`src/rtl/nibble_scan_ctrl.sv`:
```
// Nibble scan controller: steps a select index through a window and streams the
// selected nibbles over valid/ready. Optional running checksum: NIBBLE_SCAN_CHKSUM_EN.
module nibble_scan_ctrl #(
   parameter int SEL_W = 8,
   parameter int DAT_W = 4,
   parameter int LEN_W = 9
) (
   input  logic             clk,
   input  logic             rst_n,
   input  logic             start,
   input  logic [SEL_W-1:0] base,
   input  logic [LEN_W-1:0] len,
   input  logic             dir,
   output logic [SEL_W-1:0] sel,
   input  logic [DAT_W-1:0] mux_y,
   output logic             out_valid,
   input  logic             out_ready,
   output logic [DAT_W-1:0] out_data,
   output logic             out_last,
   output logic             busy,
   output logic             done
`ifdef NIBBLE_SCAN_CHKSUM_EN
   ,
   output logic [DAT_W-1:0] chk
`endif
);

   localparam logic [1:0] IDLE  = 2'd0;
   localparam logic [1:0] RUN   = 2'd1;
   localparam logic [1:0] DRAIN = 2'd2;

   localparam logic [LEN_W-1:0] LEN_MAX  = LEN_W'(1 << SEL_W);
   localparam logic [LEN_W-1:0] LEN_ZERO = {LEN_W{1'b0}};
   localparam logic [LEN_W-1:0] REM_ONE  = LEN_W'(1);
   localparam logic [SEL_W-1:0] SEL_ONE  = SEL_W'(1);

   logic [1:0]       state_r;
   logic [SEL_W-1:0] sel_r;
   logic [LEN_W-1:0] rem_r;
   logic             dir_r;
   logic             out_valid_r;
   logic [DAT_W-1:0] out_data_r;
   logic             out_last_r;
   logic             busy_r;
   logic             done_r;

   logic             cap_s;
   logic [SEL_W-1:0] next_sel_s;
   logic [LEN_W-1:0] len_clamp_s;

   // Capture enable, next index (wraps naturally at SEL_W bits) and clamped length.
   always_comb begin
      cap_s       = !out_valid_r || out_ready;
      next_sel_s  = sel_r;
      len_clamp_s = len;
      if (dir_r) begin
         next_sel_s = sel_r - SEL_ONE;
      end else begin
         next_sel_s = sel_r + SEL_ONE;
      end
      if (len > LEN_MAX) begin
         len_clamp_s = LEN_MAX;
      end else begin
         len_clamp_s = len;
      end
   end

   // Scan state machine and output register.
   always_ff @(posedge clk or negedge rst_n) begin
      if (!rst_n) begin
         state_r     <= IDLE;
         sel_r       <= {SEL_W{1'b0}};
         rem_r       <= LEN_ZERO;
         dir_r       <= 1'b0;
         out_valid_r <= 1'b0;
         out_data_r  <= {DAT_W{1'b0}};
         out_last_r  <= 1'b0;
         busy_r      <= 1'b0;
         done_r      <= 1'b0;
      end else begin
         done_r <= 1'b0;
         case (state_r)
            IDLE: begin
               if (start) begin
                  if (len == LEN_ZERO) begin
                     done_r <= 1'b1;
                  end else begin
                     sel_r   <= base;
                     rem_r   <= len_clamp_s;
                     dir_r   <= dir;
                     busy_r  <= 1'b1;
                     state_r <= RUN;
                  end
               end
            end
            RUN: begin
               if (cap_s) begin
                  out_data_r  <= mux_y;
                  out_valid_r <= 1'b1;
                  out_last_r  <= (rem_r == REM_ONE);
                  rem_r       <= rem_r - REM_ONE;
                  // The final index stays on sel after the last capture.
                  if (rem_r == REM_ONE) begin
                     state_r <= DRAIN;
                  end else begin
                     sel_r <= next_sel_s;
                  end
               end
            end
            DRAIN: begin
               if (out_valid_r && out_ready) begin
                  out_valid_r <= 1'b0;
                  out_last_r  <= 1'b0;
                  done_r      <= 1'b1;
                  busy_r      <= 1'b0;
                  state_r     <= IDLE;
               end
            end
            default: begin
               state_r     <= IDLE;
               out_valid_r <= 1'b0;
               out_last_r  <= 1'b0;
               busy_r      <= 1'b0;
            end
         endcase
      end
   end

`ifdef NIBBLE_SCAN_CHKSUM_EN
   logic [DAT_W-1:0] chk_r;

   // Running XOR of captured nibbles; cleared on an accepted start, held after done.
   always_ff @(posedge clk or negedge rst_n) begin
      if (!rst_n) begin
         chk_r <= {DAT_W{1'b0}};
      end else if ((state_r == IDLE) && start) begin
         chk_r <= {DAT_W{1'b0}};
      end else if ((state_r == RUN) && cap_s) begin
         chk_r <= chk_r ^ mux_y;
      end else begin
         chk_r <= chk_r;
      end
   end

   assign chk = chk_r;
`endif

   assign sel       = sel_r;
   assign out_valid = out_valid_r;
   assign out_data  = out_data_r;
   assign out_last  = out_last_r;
   assign busy      = busy_r;
   assign done      = done_r;

endmodule

```
`config.mk`:
```
export PLATFORM = sky130hd
export DESIGN_NAME = nibble_scan_ctrl
export DESIGN_NICKNAME = d
export VERILOG_FILES = /design/src/rtl/nibble_scan_ctrl.sv
export SDC_FILE = /design/constraint.sdc
export NUM_CORES = 1
export LEC_CHECK = 0
export ABC_AREA = 1
export CAP_MARGIN = 20
export CORE_MARGIN = 8
export CORE_UTILIZATION = 45
export DETAILED_ROUTE_END_ITERATION = 8
export PLACE_DENSITY = 0.83
export SYNTH_ARGS = -nofsm -noshare
export SYNTH_HDL_FRONTEND = slang
export SYNTH_SLANG_ARGS = --single-unit
```
`constraint.sdc`:
```
create_clock -name clk -period 2.12 [get_ports clk]
set_input_delay 0.318 -clock clk [delete_from_list [all_inputs] [get_ports clk]]
set_output_delay 0.318 -clock clk [all_outputs]
set_load 0.05 [all_outputs]
```
---- After elaboration in Yosys (flattened, before gate mapping) ----
Index checks and enable logic that the tools add are counted.
storage, ports and cells
  bits of input ports ..................... 26
  bits in registers ....................... 28
  output and inout port bits .............. 16
operators by class
  magnitude comparators ................... 1
  reduce and logical (&&, ||, !) cells .... 13
  bitwise logic cells ..................... 3
  equality and inequality tests ........... 9
  mux-type cells .......................... 29
  add/subtract/negate cells ............... 3
operator list
  cell                                                                    number
  8-bit two-way mux                                                       5
  9-bit two-way mux                                                       4
  9-bit one-hot mux with 2 select lines                                   1
  8-bit one-hot mux with 2 select lines                                   1
  2-bit != test (second input constant)                                   6
  2-bit two-way mux                                                       5
  5-bit AND reduction                                                     2
  9-bit by 1-bit equality test with 1-bit output (second input constant)  1
  9-bit greater-than comparator (second input constant)                   1
  9-bit logical NOT                                                       1
  1-bit one-hot mux with 3 select lines                                   3
  9-bit by 1-bit subtractor with 9-bit output (second input constant)     1
  8-bit by 1-bit adder with 8-bit output (second input constant)          1
  1-bit two-way mux                                                       8
  4-bit AND reduction                                                     2
  8-bit by 1-bit subtractor with 8-bit output (second input constant)     1
  2-bit one-hot mux with 3 select lines                                   1
  3-bit AND reduction                                                     2
  1-bit NOT                                                               3
  2-bit by 1-bit equality test with 1-bit output (second input constant)  1
  2-bit equality test (second input constant)                             1
  2-bit logical NOT                                                       1
  1-bit one-hot mux with 2 select lines                                   1
  2-bit AND reduction                                                     1
  4 further kinds                                                         4

---- Logic depth before layout (Yosys ltp) ----
Gate-level depths: netlist of run 1.
  depth after elaboration ................. 5
  gate-level depth with buffers ........... 11
  mapped depth without buffers ............ 11

---- Worst setup path before layout of run 1 ----
No wires, ideal clock.
  path kind ............................... register to register
  start ................................... reg sel_r[0] (netlist: sel[0])
  end ..................................... reg sel_r[6] (netlist: sel[6])
  arrival ................................. 1746 ps
  cell stages (with the launch flop) ...... 11
  period minus slack after synthesis ...... 1864 ps
  data required time ...................... 2002 ps
  path buffers ............................ 0
  path slack .............................. 256 ps
  cells stage by stage .................... dfrtp_1 > inv_1 > fa_1 > inv_1 > nand2_1 > nand2_1 > nand3_1 > nand3_1 > nand3_1 > nand3_1 > nand2_1
between the ends
  word-level cells in the longest chain between the ends .. 5
  elaborated cells on any way between the ends .. 6
  those cells by class .................... add/sub (2); mux (4)
RTL lines
  element                                                                                                line    text
  start: declaration                                                                                     38      logic [SEL_W-1:0] sel_r;
  start signal: assignment                                                                               72      sel_r <= {SEL_W{1'b0}};
  start signal: assignment                                                                               88      sel_r <= base;
  start signal: assignment                                                                               106     sel_r <= next_sel_s;
  8-bit by 1-bit adder with 8-bit output or 8-bit by 1-bit subtractor with 8-bit output (tied branches)  59, 57
  8-bit two-way mux (*)                                                                                  56      if (dir_r) begin
  8-bit two-way mux (*)                                                                                  103     if (rem_r == REM_ONE) begin
  8-bit two-way mux (*)                                                                                  97      if (cap_s) begin
  8-bit one-hot mux with 2 select lines (*)                                                              82      case (state_r)
Every way passes the cells marked *; elsewhere a longest branch is shown, timed or not. The select of a mux whose other input is x is not followed.
A chain may end at the register's enable or synchronous reset.

---- Final worst setup path of run 1 ----
  start ................................... reg dir_r
  end ..................................... reg sel_r[6] (netlist: sel[6])
between the ends
  word-level cells in the longest chain between the ends .. 4
RTL lines
  element                                line  text
  start: declaration                     40    logic dir_r;
  start signal: assignment               90    dir_r <= dir;
  8-bit two-way mux                      56
  8-bit two-way mux                      103
  8-bit two-way mux                      97
  8-bit one-hot mux with 2 select lines  82
Every way passes these cells. The select of a mux whose other input is x is not followed.

==> results.toml, run 1 <==
[flow_run]
maxCapViolations = 0

[clock_tree]
hold_buffers = 0
postCtsSetupBuffers = 0
clock_sinks = 28
cts_tree = "built"
clk_pin_slew_ps = 100
clk_latency_ps = 280
cts-resized-gates = 0
htree_levels = 1
cts.path.max_buffers = 2
numCtsBuffers = 3
cts_root_buf = "clkbuf_8"

[global_route]
gr-max-usage-layer = "met2"
grt_max_degree = 29
use_met1 = 0.1783
grt_usage = 0.1449
use_met3 = 0.02539
met2_usage = 0.2534
antenna_found_initial = 0
grt_overflow = 0
grt_pass1_wl_um = 7693
grt_pass1_vias = 1767

[setup_path]
path_buf_inv = 2
slowest_stage = "dfrtp_1"
startpoint = "dir_r$_DFFE_PN0P_"
path_delay_family = "simple AND/OR/NAND/NOR gates"
path_max_fanout = 9
critical_path.cell_chain = "inv_1 -> fa_1 -> inv_1 -> nand2_1 -> nand2_1 -> nand3_1 -> nand3_1 -> nand3_1 -> nand3_1 -> nand2_1"
critPathCaptureType = "flop"
critPathArrivalTime_ps = 2010
worst_setup_path_start_kind = "flop"
max_stage_delay_ps = 570
cp.required_ps = 2300
reg2reg_from = "dir_r$_DFFE_PN0P_"
crit_type = "reg -> reg"
worst_path_most_repeated_cell = "nand3_1"

[routing]
drt_wl_total_um = 4644
dr.pass1.iters = 4
wl_per_cell_um = 12.65
dr.first_iter.drc_count = 88
num_vias = 1852
drtAntennaViolNets = 0
vias_per_cell = 5.046
drc = 0

[timing]
holdWs_ps = 407.3
skew_ps = 7.058
final.setup.tns_ps = 0
final_hold_viol_count = 0
rsz0062_at_grt = "no"
maxSlewViolCount = 0
period_minus_slack_ps = 1835
setup_violations = 0
period_share = 0.8656
slew_headroom = 0.6626
fmax_ghz = 0.5449
tightest_slew_ps = 504.5

[floorplanning]
die_y_um = 80.99
fp.dieW_um = 80.99
rows = 23
coreArea_sq_um = 4029
io_pins = 42
die-area_sq_um = 6559
initial_utilization = 0.4717

[finish]
final_nets = 354
drive_gt1_frac = 0.07256
num_antenna_cells = 0
mostFrequentLayoutCell = "nand2_1"
area_growth_syn_to_layout_pct = 26.27
layout_common_cells = "nand2_1 (102), clkdlybuf4s50_1 (41), nand3_1 (37)"
postLayoutCellArea_sq_um = 2400

[yosys]
syn_avg_cell_area_sq_um = 6.911
synth.distinct_cells = 26
synthesis.area_sq_um = 1901
synth_cells = 275
yosys_warnings = 0
yosysSeqAreaShare = 0.3687
syn_nets = 310
synth.ff_latch_count = 28

[power_and_ir_drop]
power.total_mw = 4.208
leakagePower_nw = 1.258
ir_worst_vdd_mv = 1.039
p_per_area_nw_per_um2 = 1754

[outcome]
status = "complete, no violations"

[placed_design]
port_buffers = 41
dp_hpwl_um = 3504
post_dp_cell_area_sq_um = 2359
place.gp.congestion = 0.8384

[min_path]
min_path_type = "in -> async"
==> path summary, 6_finish.rpt <==
path / endpoint / slack (ps) / cells after the start
hold / removal: sel[4]$_DFFE_PN0P_ / 410 / 2
hold reg to reg: rem_r[1]$_DFFE_PN0P_ / 500 / 2
min in group clk: rem_r[1]$_DFFE_PN0P_ / 500 / 2
max in group asynchronous: rem_r[2]$_DFFE_PN0P_ / 1440 / 2
setup / recovery: sel[6]$_DFFE_PN0P_ / 280 / 10
setup reg to reg: sel[6]$_DFFE_PN0P_ / 280 / 10
==> cell type report <==
class | count | area (sq um)
Timing Repair Buffer | 44 | 432.9
Fill cell | 378 | 1629
Inverter | 35 | 133.9
Clock buffer | 3 | 41.29
Sequential cell | 28 | 700.7
Tap cell | 50 | 62.56
Multi-Input combinational cell | 207 | 1028
==> sequential cells by signal (all words and copies together) (netlist names) <==
name	cells
dir_r	1
busy	1
sel	8
rem_r	9
done	1
out_last	1
out_valid	1
out_data	4
state_r	2
==> synth_stat cells, drive strengths merged <==
cell	number	area, sq um
inv	35	133.9
o22ai	1	6.260
nand3	37	185.2
nand2	104	395.4
fa	1	20.02
dfrtp	28	700.7
xnor2	1	8.760
nand3b	1	7.510
a31oi	1	6.260
o21ai	14	70.07
mux2	4	45.04
a22oi	2	15.01
xor2	1	8.760
nor2	20	90.08
o211ai	1	7.510
or2	6	37.54
buf	5	37.53
a21oi	5	25.02
ha	8	100.1
==> per-stage QoR <==
step | setup WS, ps | util | cells
after floorplan | 256.3 | - | 275
after global placement | 238.6 | 0.5854 | 364
after detailed placement | 125.8 | 0.5854 | 364
after CTS | 279.9 | 0.5957 | 367
after global routing | 73.35 | 0.5957 | 367
final | 284.9 | 0.5957 | 367
==> worst register-to-register path, stage by stage (launching register included) <==
cell,delay [ps]
dfrtp_1,570
inv_1,100
fa_1,410
inv_1,70
nand2_1,70
nand2_1,110
nand3_1,100
nand3_1,90
nand3_1,80
nand3_1,90
nand2_1,50
==> cell families (layout without fill, tap and decap cells) <==
family                     Yosys count  after routing  synth area share
AOI/OAI and AO/OA                   24             24           0.06847
xor gates and xnor gates             2              2          0.009218
adders and majority gates            9              9           0.06320
buffers and inverters               40             82           0.09019
DFF                                 28             28            0.3687
muxes                                4              4           0.02370
and+or+nand+nor                    168            168            0.3766
==> layer usage <==
metal,share of wire,wire length (um)
met1,0.44,2052
met2,0.51,2348
met3,0.043,198
met4,0.0099,46
met5,0,0
==> report_power, final <==
group / internal (mW) / switching (mW) / total [mW]
clock network: 0.128 / 0.177 / 0.305
logic: 1.03 / 1.86 / 2.90
registers: 0.791 / 0.215 / 1.01
(Power assumes the default switching activity.)
==> run 2: changes to the inputs <==
--- a/config.mk
+++ b/config.mk
@@ -7,6 +7,7 @@
 export LEC_CHECK = 0
 export ABC_AREA = 1
 export CAP_MARGIN = 20
+export CORE_ASPECT_RATIO = 1.1
 export CORE_MARGIN = 8
 export CORE_UTILIZATION = 45
 export DETAILED_ROUTE_END_ITERATION = 8
==> results.toml, run 2 (synthesis gave the netlist of run 1 again) <==
[outcome]
status = "complete, no violations"

[power_and_ir_drop]
p_int_mw = 1.968
p_sw_mw = 2.259
ir_worst_vdd_mv = 1.156
power.total_mw = 4.227
leakagePower_nw = 1.263
pwr-share-clk = 0.069
combPwrFrac = 0.691
swShare = 0.5345
pwr-share-seq = 0.240
p_per_area_nw_per_um2 = 1752

[timing]
slew_headroom = 0.6578
rsz0062_at_grt = "no"
setup_violations = 0
maxSlewViolCount = 0
tightest_slew_ps = 511.7
period_minus_slack_ps = 1826
period_share = 0.8614
skew_ps = 6.088
final_hold_viol_count = 0
final.setup.tns_ps = 0
fmax_ghz = 0.5476

[flow_run]
maxCapViolations = 0

[setup_path]
startpoint = "sel[0]$_DFFE_PN0P_"
cp.required_ps = 1800
worst_setup_path_start_kind = "flop"
crit_type = "reg -> out"
path_buf_inv = 1
max_stage_delay_ps = 830
path_delay_family = "buffers and inverters"
critPathArrivalTime_ps = 1510
critical_path.cell_chain = "clkdlybuf4s50_1"
critPathCaptureType = "output pin"
slowest_stage = "clkdlybuf4s50_1"
path_max_fanout = 4
reg2reg_from = "dir_r$_DFFE_PN0P_"

[clock_tree]
htree_levels = 1
cts.path.max_buffers = 2
numCtsBuffers = 3
clk_pin_slew_ps = 100
postCtsSetupBuffers = 0
cts-resized-gates = 0
cts_tree = "built"
cts_root_buf = "clkbuf_8"
clock_sinks = 28
hold_buffers = 0
clk_latency_ps = 270

[global_route]
grt_overflow = 0
grt_max_degree = 29
antenna_found_initial = 0
grt_usage = 0.1463
grt_pass1_wl_um = 8086
grt_pass1_vias = 1873

[floorplanning]
die_y_um = 84.16
fp.dieW_um = 77.97
io_pins = 42
coreArea_sq_um = 4192
rows = 25
die-area_sq_um = 6562
initial_utilization = 0.4534

[routing]
drt_wl_total_um = 4668
dr.max_layer_used = "met4"
wl_met3_um = 212
m1WireLength_um = 1974
vias_per_cell = 5.059
drtAntennaViolNets = 0
num_vias = 1882
met2_length_um = 2405
dr.first_iter.drc_count = 152
drc = 0
dr.pass1.iters = 4
wl_per_cell_um = 12.55

[placed_design]
place.gp.congestion = 0.8503
dpl.cell_count = 369
dp_hpwl_um = 3610
port_buffers = 41

[finish]
fin_cells = 372
area_growth_syn_to_layout_pct = 26.93
final_nets = 355
drive_gt1_frac = 0.07547
top_register = "rem_r"
num_antenna_cells = 0
layout_common_cells = "nand2_1 (102), clkdlybuf4s50_1 (41), nand3_1 (37)"
largest_reg_flops = 9
mostFrequentLayoutCell = "nand2_1"

[min_path]
min_path_type = "in -> async"
==> run 2: cell count changes in the layout (fill, tap and decap cells not counted), sizes merged <==
cell	change
buf	+1
==> run 2: metrics by stage <==
step             util  hold slack [ps]  instance area [sq um]  setup WS, ps
6_report       0.5755            418.4                   2412         293.8
5_1_grt        0.5755            474.5                   2412         183.8
4_1_cts        0.5755            435.1                   2412         281.9
3_5_place_dp   0.5657            472.5                   2371         238.6
3_3_place_gp   0.5657            474.5                   2371         313.4
2_1_floorplan       -            22.41                   1901         256.3
==> run 2: cell type report <==
| cell class | count | area [sq um] |
|---|---|---|
| well taps | 54 | 67.56 |
| flip-flops and latches | 28 | 700.7 |
| multi-input cells | 207 | 1028 |
| inverters | 35 | 133.9 |
| clock buffers | 3 | 41.29 |
| fillers | 419 | 1779 |
| repair buffers | 45 | 440.4 |
==> run 2: path summary, 6_finish.rpt <==
kind                                         to  slack [ps]  depth (start not counted)
max                                      sel[0]         290                          1
min                           dir_r$_DFFE_PN0P_         420                          2
max reg2reg                  sel[6]$_DFFE_PN0P_         320                         10
min reg2reg                out_last$_DFFE_PN0P_         500                          2
max in group asynchronous    sel[6]$_DFFE_PN0P_        1430                          2
min in group clk           out_last$_DFFE_PN0P_         500                          2
==> run 2: metal layers <==
layer / vias to the layer above / track usage
li1: 956 / -
met1: 872 / 0.1654
met2: 47 / 0.2646
met3: 7 / 0.02457
met4: 0 / 0.05565
met5: - / 0
==> run 2: power groups by stage <==
stage                     sequential (mW)  combinational, mW  clock, mW
final                                1.02               2.92      0.290
after global routing                 1.05               3.25      0.314
after CTS                            1.02               2.93      0.291
after detailed placement             1.02               2.91          0
after global placement               1.01               2.83          0
after floorplan                      1.47               1.71          0
